**config.mk**
```make
export PLATFORM = sky130hd
export DESIGN_NAME = mem_access_unit_flat
export DESIGN_NICKNAME = d
export VERILOG_FILES = /design/src/rtl/mem_access_unit_if.sv /design/src/rtl/mem_access_unit.sv /design/src/flat_wrapper.sv
export SDC_FILE = /design/constraint.sdc
export NUM_CORES = 1
export LEC_CHECK = 0
export ABC_AREA = 1
export BUFFER_PORTS_ARGS = -buffer_cell sky130_fd_sc_hd__buf_4
export CORE_UTILIZATION = 55
export CTS_CLUSTER_DIAMETER = 60
export DETAILED_ROUTE_END_ITERATION = 7
export GPL_TIMING_DRIVEN = 0
export PLACE_DENSITY = 0.89
export SYNTH_ARGS = -nofsm -noshare
export SYNTH_HDL_FRONTEND = slang
export SYNTH_SLANG_ARGS = --single-unit
```
**constraint.sdc**
```tcl
create_clock -name clk -period 3.3 [get_ports clk]
set_clock_uncertainty 0.2 [all_clocks]
set_input_delay 0.66 -clock clk [delete_from_list [all_inputs] [get_ports clk]]
set_output_delay 0.66 -clock clk [all_outputs]
set_load 0.01 [all_outputs]
```
**src/rtl/mem_access_unit_if.sv**
```systemverilog
// Data-memory request/response bus between the MEM pipeline stage (master)
// and the data memory (slave).
interface mem_access_unit_if;
    logic        dmem_req;
    logic        dmem_we;
    logic [3:0]  dmem_be;
    logic [31:0] dmem_addr;
    logic [31:0] dmem_wdata;
    logic        dmem_ack;
    logic [31:0] dmem_rdata;

    modport master (
        output dmem_req, dmem_we, dmem_be, dmem_addr, dmem_wdata,
        input  dmem_ack, dmem_rdata
    );

    modport slave (
        input  dmem_req, dmem_we, dmem_be, dmem_addr, dmem_wdata,
        output dmem_ack, dmem_rdata
    );
endinterface

```
**src/rtl/mem_access_unit.sv**
```systemverilog
// MEM pipeline stage: issues one data-memory access per instruction, stalls
// upstream until the memory acknowledges, and produces the MEM/WB register.
module mem_access_unit (
    input  logic              clk,
    input  logic              rst,
    input  logic              in_valid,
    input  logic              in_mem_read,
    input  logic              in_mem_write,
    input  logic              in_reg_write,
    input  logic              in_wb_sel,
    input  logic [2:0]        in_funct3,
    input  logic [31:0]       in_pc,
    input  logic [32:0]       in_alu,
    input  logic [31:0]       in_dat2,
    input  logic [4:0]        in_rd,
    output logic              stall,
    mem_access_unit_if.master dmem,
    output logic              wb_valid,
    output logic              wb_reg_write,
    output logic              mem_exc,
    output logic [4:0]        wb_rd,
    output logic [31:0]       wb_data
);
    typedef enum logic {IDLE = 1'b0, BUSY = 1'b1} state_t;

    state_t      state, state_next;
    logic [31:0] addr;
    logic        unused_alu_msb;
    logic        is_mem, funct3_ok, misaligned, fault, accept;
    logic [3:0]  st_be;
    logic [31:0] st_wdata;
    logic [15:0] lane;
    logic [31:0] load_data;

    logic        req_q, we_q;
    logic [3:0]  be_q;
    logic [31:0] addr_q, wdata_q;
    logic [2:0]  funct3_q;
    logic [1:0]  off_q;
    logic [4:0]  rd_q;
    logic        reg_write_q;

    assign addr           = in_alu[31:0];
    assign unused_alu_msb = in_alu[32];

    // Unsigned load sizes are only legal for reads; read+write together is a fault.
    always_comb begin
        is_mem = in_mem_read | in_mem_write;
        case (in_funct3)
            3'b000, 3'b001, 3'b010: funct3_ok = 1'b1;
            3'b100, 3'b101:         funct3_ok = in_mem_read;
            default:                funct3_ok = 1'b0;
        endcase
        misaligned = ((in_funct3[1:0] == 2'b01) && addr[0]) ||
                     ((in_funct3[1:0] == 2'b10) && (addr[1:0] != 2'b00));
        fault  = (in_mem_read & in_mem_write) | ~funct3_ok | misaligned;
        accept = in_valid & is_mem & ~fault;
    end

    always_comb begin
        st_be    = 4'b1111;
        st_wdata = in_dat2;
        if (in_mem_write) begin
            case (in_funct3[1:0])
                2'b00: begin
                    st_be    = 4'b0001 << addr[1:0];
                    st_wdata = {4{in_dat2[7:0]}};
                end
                2'b01: begin
                    st_be    = 4'b0011 << addr[1:0];
                    st_wdata = {2{in_dat2[15:0]}};
                end
                default: ;
            endcase
        end
    end

    // Halfwords are aligned, so the same byte-offset shift selects either lane.
    always_comb begin
        lane = 16'(dmem.dmem_rdata >> {off_q, 3'b000});
        case (funct3_q)
            3'b000:  load_data = {{24{lane[7]}}, lane[7:0]};
            3'b001:  load_data = {{16{lane[15]}}, lane[15:0]};
            3'b100:  load_data = {24'h000000, lane[7:0]};
            3'b101:  load_data = {16'h0000, lane[15:0]};
            default: load_data = dmem.dmem_rdata;
        endcase
    end

    always_ff @(posedge clk or negedge rst) begin
        if (!rst) state <= IDLE;
        else      state <= state_next;
    end

    always_comb begin
        state_next = state;
        case (state)
            IDLE:    if (accept) state_next = BUSY;
            BUSY:    if (dmem.dmem_ack) state_next = IDLE;
            default: state_next = IDLE;
        endcase
    end

    always_comb begin
        stall = 1'b0;
        case (state)
            IDLE:    stall = accept;
            BUSY:    stall = ~dmem.dmem_ack;
            default: stall = 1'b0;
        endcase
    end

    always_ff @(posedge clk or negedge rst) begin
        if (!rst) begin
            req_q        <= 1'b0;
            we_q         <= 1'b0;
            be_q         <= 4'b0000;
            addr_q       <= 32'h0;
            wdata_q      <= 32'h0;
            funct3_q     <= 3'b000;
            off_q        <= 2'b00;
            rd_q         <= 5'd0;
            reg_write_q  <= 1'b0;
            wb_valid     <= 1'b0;
            wb_reg_write <= 1'b0;
            mem_exc      <= 1'b0;
            wb_rd        <= 5'd0;
            wb_data      <= 32'h0;
        end else if (state == IDLE) begin
            if (!in_valid) begin
                wb_valid     <= 1'b0;
                wb_reg_write <= 1'b0;
                mem_exc      <= 1'b0;
            end else if (!is_mem) begin
                wb_valid     <= 1'b1;
                wb_reg_write <= in_reg_write;
                mem_exc      <= 1'b0;
                wb_rd        <= in_rd;
                wb_data      <= in_wb_sel ? (in_pc + 32'd4) : addr;
            end else if (fault) begin
                wb_valid     <= 1'b1;
                wb_reg_write <= 1'b0;
                mem_exc      <= 1'b1;
                wb_rd        <= in_rd;
                wb_data      <= addr;
            end else begin
                req_q        <= 1'b1;
                we_q         <= in_mem_write;
                be_q         <= st_be;
                addr_q       <= {addr[31:2], 2'b00};
                wdata_q      <= st_wdata;
                funct3_q     <= in_funct3;
                off_q        <= addr[1:0];
                rd_q         <= in_rd;
                reg_write_q  <= in_reg_write;
                wb_valid     <= 1'b0;
                wb_reg_write <= 1'b0;
                mem_exc      <= 1'b0;
            end
        end else if (dmem.dmem_ack) begin
            req_q        <= 1'b0;
            wb_valid     <= 1'b1;
            mem_exc      <= 1'b0;
            wb_rd        <= rd_q;
            wb_reg_write <= we_q ? 1'b0 : reg_write_q;
            wb_data      <= we_q ? 32'h0 : load_data;
        end
    end

    assign dmem.dmem_req   = req_q;
    assign dmem.dmem_we    = we_q;
    assign dmem.dmem_be    = be_q;
    assign dmem.dmem_addr  = addr_q;
    assign dmem.dmem_wdata = wdata_q;
endmodule

```
**src/flat_wrapper.sv**
```systemverilog
// flat-port wrapper written by rule: the top's interface ports become plain ports
module mem_access_unit_flat 
  (clk, rst, in_valid, in_mem_read, in_mem_write, in_reg_write, in_wb_sel, in_funct3, in_pc, in_alu, in_dat2, in_rd, stall, wb_valid, wb_reg_write, mem_exc, wb_rd, wb_data, dmem_dmem_req, dmem_dmem_we, dmem_dmem_be, dmem_dmem_addr, dmem_dmem_wdata, dmem_dmem_ack, dmem_dmem_rdata);
  mem_access_unit_if dmem_i ();
  input  logic clk;
  input  logic rst;
  input  logic in_valid;
  input  logic in_mem_read;
  input  logic in_mem_write;
  input  logic in_reg_write;
  input  logic in_wb_sel;
  input  logic [2:0] in_funct3;
  input  logic [31:0] in_pc;
  input  logic [32:0] in_alu;
  input  logic [31:0] in_dat2;
  input  logic [4:0] in_rd;
  output logic stall;
  output logic wb_valid;
  output logic wb_reg_write;
  output logic mem_exc;
  output logic [4:0] wb_rd;
  output logic [31:0] wb_data;
  output wire logic [$bits(dmem_i.dmem_req)-1:0] dmem_dmem_req;
  output wire logic [$bits(dmem_i.dmem_we)-1:0] dmem_dmem_we;
  output wire logic [$bits(dmem_i.dmem_be)-1:0] dmem_dmem_be;
  output wire logic [$bits(dmem_i.dmem_addr)-1:0] dmem_dmem_addr;
  output wire logic [$bits(dmem_i.dmem_wdata)-1:0] dmem_dmem_wdata;
  input wire logic [$bits(dmem_i.dmem_ack)-1:0] dmem_dmem_ack;
  input wire logic [$bits(dmem_i.dmem_rdata)-1:0] dmem_dmem_rdata;
  assign dmem_dmem_req = dmem_i.dmem_req;
  assign dmem_dmem_we = dmem_i.dmem_we;
  assign dmem_dmem_be = dmem_i.dmem_be;
  assign dmem_dmem_addr = dmem_i.dmem_addr;
  assign dmem_dmem_wdata = dmem_i.dmem_wdata;
  assign dmem_i.dmem_ack = dmem_dmem_ack;
  assign dmem_i.dmem_rdata = dmem_dmem_rdata;
  mem_access_unit u_core (.clk(clk), .rst(rst), .in_valid(in_valid), .in_mem_read(in_mem_read), .in_mem_write(in_mem_write), .in_reg_write(in_reg_write), .in_wb_sel(in_wb_sel), .in_funct3(in_funct3), .in_pc(in_pc), .in_alu(in_alu), .in_dat2(in_dat2), .in_rd(in_rd), .stall(stall), .dmem(dmem_i), .wb_valid(wb_valid), .wb_reg_write(wb_reg_write), .mem_exc(mem_exc), .wb_rd(wb_rd), .wb_data(wb_data));
endmodule
```
==> out/qor.csv, run 1 <==
stage,metric,value,unit
worst_setup_path,reg2regPathDepth,10,
global_routing,grt_pass1_vias,8395,
yosys,synth_common_cells,"nand2_1 (386), dfrtp_1 (120), inv_1 (112), a21oi_1 (86), nand3_1 (83)",
drt,first_pass_iters,6,
yosys,seq_area_frac_synth,41.05,%
timing,relSlewSlack,58.82,%
drt,drt_wl_total,26750,µm
placement,gp_congestion,0.9896,
timing,fin_crit,2.964,ns
yosys,yosysMostFrequentCell,nand2_1,
placement,hpwlAfterDp,20430,µm
power_and_ir_drop,leakagePower,5.389,nW
run_status,status,"finished, violations left",
global_routing,grtUsageTotal,39.38,%
drt,vias,8583,
worst_hold_path,hold_class,in -> async,
clock_network,root_buffer,clkbuf_16,
timing,hold_viol_final,7,
worst_setup_path,end_kind,primary output,
floorplanning,ios,256,
clock_network,ctsResizeCount,0,
timing,period_share,89.82,%
timing,holdWs,-0.01964,ns
global_routing,antenna_found_initial,0,
placement,io_buffers,251,
drt,drt_iter0_drc,936,
clock_network,clock_sinks,120,
placement,placed_cell_area,9449,µm²
finish,fill_cells,973,
yosys,synth_area,7315,µm²
timing,fmax,337.4,MHz
worst_setup_path,worst-setup-path-type,in -> out,
finish,diodes,0,
clock_network,cts_tree,built,
global_routing,grt_max_degree,65,
floorplanning,row_count,41,
floorplanning,coreArea,12770,µm²
drt,via_per_inst,5.570,
job,drv_cap,0,
clock_network,cts_buffers,17,
floorplanning,start_util,57.26,%
timing,rsz0062_at_grt,false,
yosys,yosys.cell_types.count,36,
yosys,ys_ff_latch,120,
yosys,synth_area_per_cell,6.729,µm²
floorplanning,die_h,117.3,µm
timing,setup_tns,0,ns
timing,setup_viol,0,
clock_network,cts_setup_buffers,0,
timing,slew_violations,0,
finish,drive_gt1_share,24.25,%
clock_network,clk_pin_slew_worst_paths,0.06,ns
clock_network,hold_buffers,0,
yosys,synthArstFlopShare,100.0,%
yosys,syn_inst,1087,
yosys,yosysTopAreaCell,dfrtp_1,
finish,area_growth,36.78,%
yosys,yosys-top-cells-area,"dfrtp_1 (41%), nand2_1 (20%), a21oi_1 (5.9%)",
timing,tightestPinTransition,0.6177,ns
power_and_ir_drop,vdd_drop_max,394.4,µV
worst_setup_path,cp_max_fo,10,
power_and_ir_drop,power,5.777,mW
finish,fin_nets,1505,
clock_network,clkLatencyLatePin,0.43,ns
drt,drc,0,
power_and_ir_drop,power_density,577.4,nW/µm²
worst_setup_path,critPathRequiredTime,2.44,ns
finish,fin_util,78.32,%
yosys,synthFlopType,dfrtp_1,
yosys,ys_warn_count,0,
global_routing,grt_pass1_wl,42410,µm
yosys,synth_edf_count,0,
drt,ant_nets,0,
worst_setup_path,critPathLaunchType,input pin,
global_routing,overflow,0,
clock_network,cts_buffer_depth,2,
clock_network,htreeDepth,4,
worst_setup_path,cp.arrival,2.10,ns
run_status,violations,hold timing,
drt,avgRoutedWirePerCell,17.36,µm
floorplanning,fp.dieW,117.3,µm
floorplanning,die-area,13760,µm²
yosys,synth_top_area_share,41.05,%
finish,final_cell_area,10000,µm²
## critical path, cell delays in order
cell,delay [ns]
buf_4,0.13
nor2_1,0.15
nand2_1,0.07
nand2_1,0.12
nand4_4,0.12
inv_4,0.13
nand2_8,0.11
buf_6,0.20
buf_6,0.16
nand2_1,0.10
buf_4,0.14
## cells by family after synthesis
group / count (synthesis) / synth area share, %
flops: 120 / 41.05
simple gates: 571 / 32.14
other cells: 1 / 0.05127
compound gates: 216 / 15.40
buf+inv: 171 / 10.35
xor+xnor: 7 / 0.8382
fa+ha+maj: 1 / 0.1710
## metrics by stage
stage	instances	worst slack, ns	hold slack (ns)
4_1_cts	1541	0.3463	0.01069
3_5_place_dp	1512	0.3616	0.2593
6_report	1541	0.3361	-0.01964
5_1_grt	1541	0.2324	0.03462
2_1_floorplan	1088	0.7574	0.1644
3_3_place_gp	1511	0.3761	0.2572
## worst paths after layout
kind                                    from  slack (ns)                         end
min in group clk                 in_dat2[19]        0.24  u_core.dmem.dmem_wdata[19]
setup reg to reg             u_core.off_q[1]        1.27          u_core.wb_data[13]
hold reg to reg            u_core.wb_data[1]        0.27           u_core.wb_data[1]
max in group asynchronous                rst        2.21   u_core.dmem.dmem_addr[10]
hold / removal                           rst       -0.02  u_core.dmem.dmem_wdata[18]
setup / recovery                   in_alu[1]        0.34                       stall
## cells in the final DEF (no fill, tap or decap), types with 7 or more instances in the layout
cell type / n
nand2_1: 386
clkbuf_16: 17
buf_2: 13
clkbuf_1: 22
o21ai_0: 60
nor2_1: 78
dfrtp_1: 120
buf_4: 255
o21ai_1: 51
nand3_1: 83
inv_1: 112
o22ai_1: 7
a21oi_1: 86
buf_6: 11
nor3_1: 8
## flip-flops by register name, indices dropped and copies added, names as in the netlist, 2 cells and up
| name | cells |
|---|---|
| u_core.off_q | 2 |
| u_core.wb_data | 32 |
| u_core.dmem.dmem_addr | 30 |
| u_core.funct3_q | 3 |
| u_core.rd_q | 5 |
| u_core.dmem.dmem_be | 4 |
| u_core.dmem.dmem_wdata | 32 |
| u_core.wb_rd | 5 |
## where the power goes
| group | switching (mW) | total [mW] | internal, mW |
|---|---|---|---|
| registers | 0.224 | 2.05 | 1.82 |
| logic | 1.09 | 1.96 | 0.867 |
| clock network | 0.671 | 1.77 | 1.10 |
## layer usage
layer	vias up	wire length [µm]	track usage, %
li1	4010	-	-
met1	3961	10590	50.56
met2	521	12400	63.39
met3	91	2606	7.831
met4	0	1158	19.48
met5	-	0	0
## area by class of cell
cell class	count	area (µm²)	area share, %
flip-flops and latches	120	3003	30.01
multi-input cells	797	3558	35.57
repair buffers	252	1916	19.15
plain buffers	51	301.5	3.014
clock inverters	7	71.32	0.7129
clock buffers	22	484.2	4.840
inverters	120	455.4	4.552
well taps	172	215.2	2.151
Note: power is estimated with default switching activity, not from simulation.
==> run 2, diff against run 1 <==
CORE_UTILIZATION = 35   (was 55)
PLACE_DENSITY = 0.61   (was 0.89)
==> out/qor.csv, run 2 (synthesis gave the netlist of run 1 again) <==
stage,metric,value,unit,change
timing,hold_viol_final,0,,-7
worst_setup_path,critPathRequiredTime,2.44,ns,about the same
timing,fin_crit,3.013,ns,+0.04863 ns
worst_setup_path,cp_max_fo,10,,unchanged
timing,holdWs,0.2315,ns,+0.2511 ns
finish,fin_nets,1506,,+0.066%
finish,area_growth,39.46,%,
clock_network,root_buffer,clkbuf_16,,
power_and_ir_drop,power_density,584.0,nW/µm²,+1.2%
job,drv_cap,0,,unchanged
worst_setup_path,cp-endpoint,stall,,
floorplanning,ios,256,,unchanged
global_routing,grtUsageTotal,26.03,%,-13 points
drt,avgRoutedWirePerCell,16.76,µm,-3.5%
clock_network,cts_buffers,17,,unchanged
clock_network,clkLatencyLatePin,0.42,ns,about the same
timing,rsz0062_at_grt,false,,
worst_setup_path,reg2regPathDepth,10,,unchanged
global_routing,grt_pass1_vias,7747,,-7.7%
worst_setup_path,critPathLaunch,in_funct3[1],,
global_routing,grt_max_degree,74,,+14%
worst_setup_path,critPathLaunchType,input pin,,
placement,hpwlAfterDp,21680,µm,+6.1%
drt,drc,0,,unchanged
drt,first_pass_iters,6,,unchanged
clock_network,cts_tree,built,,
timing,setup_tns,0,ns,unchanged
run_status,status,"complete, no violations",,
clock_network,cts_setup_buffers,0,,unchanged
power_and_ir_drop,vdd_drop_max,353.3,µV,-10%
clock_network,cts_buffer_depth,2,,unchanged
drt,ant_nets,0,,unchanged
floorplanning,start_util,35.92,%,-21 points
floorplanning,row_count,52,,+27%
clock_network,hold_buffers,1,,+1
worst_setup_path,end_kind,primary output,,
worst_setup_path,reg2reg_slack,1.25,ns,-0.02 ns
clock_network,clock_sinks,120,,unchanged
drt,vias,8103,,-5.6%
floorplanning,coreArea,20360,µm²,+59%
finish,drive_gt1_share,24.47,%,+0.22 points
drt,drt_wl_total,27530,µm,+2.9%
timing,period_share,91.29,%,+1.5 points
global_routing,grt_pass1_wl,42660,µm,+0.58%
drt,drt_iter0_drc,579,,-38%
global_routing,antenna_found_initial,0,,unchanged
global_routing,overflow,0,,unchanged
floorplanning,fp.dieW,146.6,µm,+25%
clock_network,ctsResizeCount,0,,unchanged
worst_setup_path,reg2reg_from,u_core.off_q[1],,
worst_setup_path,cp.arrival,2.15,ns,+0.05 ns
worst_setup_path,r2r-end,u_core.wb_data[13],,
placement,gp_congestion,0.9059,,-8.5%
floorplanning,die_h,146.6,µm,+25%
timing,tightestPinTransition,0.6090,ns,-0.008683 ns
finish,diodes,0,,unchanged
timing,relSlewSlack,59.40,%,+0.58 points
finish,final_common_cell,nand2_1,,
timing,slew_violations,0,,unchanged
power_and_ir_drop,leakagePower,5.420,nW,+0.57%
clock_network,clk_pin_slew_worst_paths,0.07,ns,about the same
timing,fmax,331.9,MHz,-1.6%
timing,setup_viol,0,,unchanged
drt,via_per_inst,4.932,,-11%
clock_network,htreeDepth,4,,unchanged
placement,io_buffers,251,,unchanged
floorplanning,die-area,21480,µm²,+56%
finish,final_cell_mix,"nand2_1 (386), buf_4 (255), dfrtp_1 (120)",,
worst_setup_path,worst-setup-path-type,in -> out,,
worst_hold_path,hold_class,in -> reg,,
run 2: cell count changes in the layout (fill, tap and decap cells not counted):
cell,delta
dlygate4sd3_1,+1
clkbuf_8,-4
clkbuf_1,-1
clkinv_4,+4
clkinv_2,-2
bufinv_16,+2
inv_8,+1
inv_6,+3
run 2: worst max-delay path, stage by stage:
cell,delay (ns)
buf_4,0.13
inv_2,0.10
nand3_2,0.09
nand2_1,0.07
clkinv_1,0.11
nand4_4,0.10
inv_4,0.07
nand2_8,0.14
buf_6,0.22
buf_6,0.17
nand2_1,0.09
buf_4,0.16
run 2: how the worst min path moves through the flow:
stage / slack, ns / startpoint / cells past startpoint / to
after floorplan: 0.16 / rst / 0 / u_core.dmem.dmem_addr[10]
after detailed placement: 0.26 / u_core.wb_data[5] / 2 / u_core.wb_data[5]
after global placement: 0.26 / u_core.reg_write_q / 2 / u_core.reg_write_q
after CTS: 0.21 / in_dat2[31] / 3 / u_core.dmem.dmem_wdata[31]
after global routing: 0.23 / in_dat2[31] / 3 / u_core.dmem.dmem_wdata[31]
final: 0.23 / in_dat2[31] / 3 / u_core.dmem.dmem_wdata[31]
run 2: metrics by stage:
step	worst slack [ns]	utilization (%)	power (mW)	cell area [µm²]	std cells
finish	0.2875	50.09	5.958	10200	1643
global placement	0.3136	46.85	3.969	9540	1609
CTS	0.2981	50.09	5.994	10200	1643
detailed placement	0.3080	47.00	3.995	9572	1610
floorplan	0.7574	-	2.995	7318	1088
global route	0.1909	50.09	6.297	10200	1643
run 2: cell type report:
type                       count  area (µm²)
buffer                        51       301.5
clock buffer                  17       425.4
clock inverter                15       193.9
fill                        2090       10160
inverter                     120       455.4
multi-input combinational    797        3558
sequential                   120        3003
tap                          270       337.8
timing repair buffer         253        1926
run 2: power breakdown:
part / total (mW) / switching, mW / internal, mW
combinational: 1.95 / 1.08 / 0.868
sequential: 2.03 / 0.212 / 1.82
clock: 1.98 / 0.773 / 1.20
total: 5.96 / 2.07 / 3.89
run 2: metal layers:
layer,vias up,global-route usage [%],wire [µm]
met5,-,0,0
met4,0,9.167,645
met3,35,5.750,2149
met2,329,41.38,12790
met1,3732,34.76,11950
li1,4007,-,-
